`src/rtl/mem_dma_pkg.sv`:
```
// Shared definitions for the block-transfer engine and the 16k x 8 RAM wrapper.
package mem_dma_pkg;
  localparam int RAM_ADDR_W = 14;
  localparam int RAM_DATA_W = 8;

  localparam logic MODE_COPY = 1'b0;
  localparam logic MODE_FILL = 1'b1;

  typedef enum logic [1:0] {
    IDLE = 2'd0,
    RD   = 2'd1,
    WR   = 2'd2,
    FIN  = 2'd3
  } state_t;
endpackage

```
`src/rtl/mem_dma_ptr.sv`:
```
// Wrapping address pointer / byte counter with load and single-step (up or down).
module mem_dma_ptr #(
  parameter int W    = 14,
  parameter bit DOWN = 1'b0
) (
  input  logic         clk,
  input  logic         rst,
  input  logic         i_load,
  input  logic [W-1:0] i_load_val,
  input  logic         i_step,
  output logic [W-1:0] o_val
);
  localparam logic [W-1:0] ONE = W'(1);

  logic [W-1:0] r_val;

  always_ff @(posedge clk or posedge rst) begin
    if (rst) begin
      r_val <= '0;
    end else if (i_load) begin
      r_val <= i_load_val;
    end else if (i_step) begin
      r_val <= DOWN ? (r_val - ONE) : (r_val + ONE);
    end
  end

  assign o_val = r_val;
endmodule

```
`src/rtl/mem_dma.sv`:
```
// Block-transfer engine (copy / fill) driving a synchronous-write, async-read RAM.
// Define MEM_DMA_CKSUM_EN to build the 8-bit running checksum of written bytes.
module mem_dma
  import mem_dma_pkg::*;
#(
  parameter int ADDR_W = RAM_ADDR_W,
  parameter int DATA_W = RAM_DATA_W
) (
  input  logic              clk,
  input  logic              rst,
  input  logic              START,
  input  logic              MODE,
  input  logic [ADDR_W-1:0] SRC,
  input  logic [ADDR_W-1:0] DST,
  input  logic [ADDR_W-1:0] LEN,
  input  logic [DATA_W-1:0] FILL_VAL,
  input  logic              ABORT,
  output logic              BUSY,
  output logic              DONE,
  output logic [ADDR_W-1:0] COUNT,
  output logic [DATA_W-1:0] CKSUM,
  output logic [ADDR_W-1:0] RAM_ADDR,
  output logic              RAM_WE,
  output logic              RAM_CS,
  output logic [DATA_W-1:0] RAM_DI,
  input  logic [DATA_W-1:0] RAM_DO
);
  state_t              r_state;
  state_t              w_next;
  logic                r_mode;
  logic [DATA_W-1:0]   r_fill;
  logic [DATA_W-1:0]   r_data;
  logic [ADDR_W-1:0]   r_count;
  logic                w_load;
  logic                w_rd;
  logic                w_wr;
  logic [ADDR_W-1:0]   w_src;
  logic [ADDR_W-1:0]   w_dst;
  logic [ADDR_W-1:0]   w_rem;

  assign w_load = (r_state == IDLE) && START;
  assign w_rd   = (r_state == RD);
  assign w_wr   = (r_state == WR);

  mem_dma_ptr #(.W(ADDR_W), .DOWN(1'b0)) u_src (
    .clk(clk), .rst(rst), .i_load(w_load), .i_load_val(SRC), .i_step(w_rd), .o_val(w_src)
  );
  mem_dma_ptr #(.W(ADDR_W), .DOWN(1'b0)) u_dst (
    .clk(clk), .rst(rst), .i_load(w_load), .i_load_val(DST), .i_step(w_wr), .o_val(w_dst)
  );
  mem_dma_ptr #(.W(ADDR_W), .DOWN(1'b1)) u_rem (
    .clk(clk), .rst(rst), .i_load(w_load), .i_load_val(LEN), .i_step(w_wr), .o_val(w_rem)
  );

  always_ff @(posedge clk or posedge rst) begin
    if (rst) begin
      r_state <= IDLE;
      r_mode  <= MODE_COPY;
      r_fill  <= '0;
      r_count <= '0;
    end else begin
      r_state <= w_next;
      if (w_load) begin
        r_mode  <= MODE;
        r_fill  <= FILL_VAL;
        r_count <= '0;
      end else if (w_wr) begin
        r_count <= r_count + ADDR_W'(1);
      end
    end
  end

  // Read data is consumed straight from the RAM's combinational output in RD.
  always_ff @(posedge clk) begin
    if (w_rd) begin
      r_data <= RAM_DO;
    end
  end

  assign COUNT = r_count;

`ifdef MEM_DMA_CKSUM_EN
  logic [DATA_W-1:0] r_cksum;

  always_ff @(posedge clk or posedge rst) begin
    if (rst) begin
      r_cksum <= '0;
    end else if (w_load) begin
      r_cksum <= '0;
    end else if (w_wr) begin
      r_cksum <= r_cksum + RAM_DI;
    end
  end

  assign CKSUM = r_cksum;
`else
  assign CKSUM = '0;
`endif

  always_comb begin
    w_next   = r_state;
    BUSY     = 1'b1;
    DONE     = 1'b0;
    RAM_CS   = 1'b0;
    RAM_WE   = 1'b0;
    RAM_ADDR = '0;
    RAM_DI   = '0;
    case (r_state)
      IDLE: begin
        BUSY = 1'b0;
        if (START) begin
          if (LEN == '0)             w_next = FIN;
          else if (MODE == MODE_COPY) w_next = RD;
          else                        w_next = WR;
        end
      end
      RD: begin
        RAM_CS   = 1'b1;
        RAM_ADDR = w_src;
        w_next   = ABORT ? FIN : WR;
      end
      WR: begin
        RAM_CS   = 1'b1;
        RAM_WE   = 1'b1;
        RAM_ADDR = w_dst;
        RAM_DI   = (r_mode == MODE_FILL) ? r_fill : r_data;
        // An aborted WR still lands its byte; only the follow-on cycle is cut.
        if (ABORT || (w_rem == ADDR_W'(1))) w_next = FIN;
        else if (r_mode == MODE_COPY)       w_next = RD;
        else                                w_next = WR;
      end
      FIN: begin
        DONE   = 1'b1;
        w_next = IDLE;
      end
      default: w_next = IDLE;
    endcase
  end
endmodule

```
`config.mk`:
```
export PLATFORM = sky130hd
export DESIGN_NAME = mem_dma
export DESIGN_NICKNAME = d
export VERILOG_FILES = /design/src/rtl/mem_dma_pkg.sv /design/src/rtl/mem_dma_ptr.sv /design/src/rtl/mem_dma.sv
export SDC_FILE = /design/constraint.sdc
export NUM_CORES = 1
export LEC_CHECK = 0
export BUFFER_PORTS_ARGS = -buffer_cell sky130_fd_sc_hd__buf_4
export CAP_MARGIN = 15
export CORE_ASPECT_RATIO = 0.75
export CORE_UTILIZATION = 30
export CTS_CLUSTER_DIAMETER = 200
export DETAILED_ROUTE_END_ITERATION = 16
export GPL_ROUTABILITY_DRIVEN = 1
export PLACE_DENSITY = 0.5
export SLEW_MARGIN = 10
export SYNTH_ARGS = -nofsm -noshare
export SYNTH_HDL_FRONTEND = slang
export SYNTH_HIERARCHICAL = 1
export SYNTH_SLANG_ARGS = --single-unit
```
`constraint.sdc`:
```
create_clock -name clk -period 2.75 [get_ports clk]
set_clock_uncertainty 0.05 [all_clocks]
set_input_delay 0.55 -clock clk [delete_from_list [all_inputs] [get_ports clk]]
set_output_delay 0.55 -clock clk [all_outputs]
set_load 0.03 [all_outputs]
```
==> metrics <==
first-pass GRT wire length 20200 um; top-count cell post-synth nand2_1; TritonCTS buffer count 9; Clock Latency Late Sink 350 ps; synth top area cells dfrtp_1 37%, nand2_1 5.9%, edfxtp_1 5.3%; initial core utilization 0.312; Clock transition at path regs 60 ps; synth cell count leaders 72 x nand2_1, 67 x dfrtp_1, 40 x nor2_1, 24 x o21ai_0, 22 x inv_1; Rows 38; PD cells 1100 mW/mm^2; CTS Hold Bufs 0; slew of the pin with the lowest slew margin 583 ps; Worst R2R Path Depth 6; crit path max fanout 33; Mapped Avg Cell Area 9.17 um^2; drt pass-1 iters 4; max-cap violations 0; Post-synth ARST share 0.893; CP Data Required Time 2150 ps; post-synth top area share 0.367; vias in the first global route 3902; Nets 668; sequential fraction of the synthesis area 0.420; Die X 144 um; Total GRT Usage 0.171; via count 3959; die height 109 um; R2R Path End u_dst/o_val[11]; Hold Crit Class input port to async pin; RSZ-0062 raised after global routing no; largest net degree at the start of global routing 34; PortBufs 102; Crit. End Element primary output; Netlist cell types 58; share of post-route cells with drive strength above 1 0.255; final worst path period share 0.939; Final Max Slew Viols 0; Core ar. 0.0146 mm^2; final WL 12600 um; Post-Syn Instances 498; Synth Flop Type dfrtp_1; Final Power 6400 uW; Max Fclk 387 MHz; LEAKAGE 0.00250 uW; CTS root buf clkbuf_16; Hold Vio Cnt, Final 0; placed cell area 0.00549 mm^2; post-CTS sizing 0; htree depth 3; Post-synth EDFFs 8; flop2flop setup slack 530 ps; number of vias per cell 4.94; Syn. warnings 6; Synth-to-Final Area Change 26.7%; Min Clock Period, post-route 2580 ps; CTS tree built; Detailed Place HPWL 9450 um; Startpoint Class flip-flop; initial antenna violation count 0; DR iter-0 viols 302; GPL Wtd Cong 0.799; Die Area 0.0157 mm^2; WS Path Type flip-flop to primary output; Fin Setup TNS 0 ps; setup bufs post-CTS 0; status finished clean; antenna violation net count after detailed routing 0; WHS 223 ps; Max VDD drop 0.462 mV; WP data arrival 1980 ps; normalized max-slew margin 0.611; r2r startpoint r_state[0]; Final Cell Area 0.00579 mm^2; total gr overflow 0; DRC Markers 0; Max Root-Sink Buffers 2; CTS sink cnt 75; Mapped Area 0.00457 mm^2; DR WL/cell 15.7 um; final setup fails 0; largest area contributor in the netlist dfrtp_1; Yosys reg bits 75; antenna cell count 0; Top-Level Pins 111
## metal layers
layer  up-vias  global-route usage  part of all wire
met1      1882               0.244              0.50
li1       1955                   -                 -
met3        13              0.0496             0.061
met5         -                   0                 0
met2       109               0.245              0.42
met4         0              0.0549            0.0099
## area by class of cell
class | count | area [um^2]
clock buffers | 9 | 225
clock inverters | 7 | 68.8
fillers | 1528 | 8850
inverters | 23 | 86.3
multi-input cells | 372 | 2380
flip-flops and latches | 75 | 1920
well taps | 200 | 250
repair buffers | 115 | 863
## power breakdown
group | total (uW) | internal, uW | leakage [uW] | switching, uW
logic | 2960 | 1250 | 0.00146 | 1710
registers | 2260 | 1580 | 0.000904 | 682
clock network | 1180 | 698 | 0.000141 | 479
## how the worst max path moves through the flow
| stage | to | slack (ps) | from |
|---|---|---|---|
| 2_1_floorplan | RAM_ADDR[10] | 140 | r_state[0] |
| 3_5_place_dp | u_src/o_val[9] | 420 | r_state[1] |
| 4_1_cts | RAM_ADDR[2] | 60 | r_state[1] |
| 3_3_place_gp | u_src/o_val[9] | 490 | r_state[1] |
| 5_1_grt | RAM_ADDR[11] | 0.4 | r_state[0] |
| 6_report | RAM_ADDR[2] | 170 | r_state[0] |
## sequential cells by signal, summed over array words and instances (netlist names)
register and cells:
r_state 2, u_src/o_val 14, COUNT 14, u_dst/o_val 14, r_fill 8, r_data 8, u_rem/o_val 14, r_mode 1
## cell families (layout without fill, tap and decap cells)
family / Yosys count / in the layout / share of synthesized area
multiplexers: 18 / 18 / 0.0400
other: 1 / 8 / 0.000821
buffers and inverters: 58 / 154 / 0.0660
adder cells (fa/ha/maj): 9 / 9 / 0.0247
flip-flops: 75 / 75 / 0.420
XOR/XNOR: 30 / 30 / 0.0575
AND/OR/NAND/NOR: 227 / 227 / 0.274
AO/OA/AOI/OAI: 80 / 80 / 0.117
## cell usage in the layout (no fill, tap or decap), drive strengths merged, types with 5 or more instances in the layout
cell type    n
a21oi        6
buf        115
or4          5
o21ai       29
nor2b       16
inv         23
a22oi       14
nand3       19
a31oi        8
nand2       73
nor2        40
conb         8
nand2b       6
xor2        11
ha           9
clkbuf       9
and4         9
nor4        12
xnor2       19
edfxtp       8
or3          5
nor3        11
dfrtp       67
nand4       19
mux2i       16
## per-stage QoR
step | instances | util | setup WS (ps)
4_1_cts | 801 | 0.395 | 57.4
2_1_floorplan | 505 | - | 139
3_3_place_gp | 785 | 0.375 | 485
3_5_place_dp | 785 | 0.375 | 417
5_1_grt | 801 | 0.395 | 0.419
6_report | 801 | 0.395 | 167
## worst max-delay path, stage by stage (launching register included)
cell	delay, ps
dfrtp_1	420
inv_1	120
ha_1	210
buf_4	380
a22oi_1	170
nor2b_1	160
buf_4	180
Note: power is estimated with default switching activity, not from simulation.
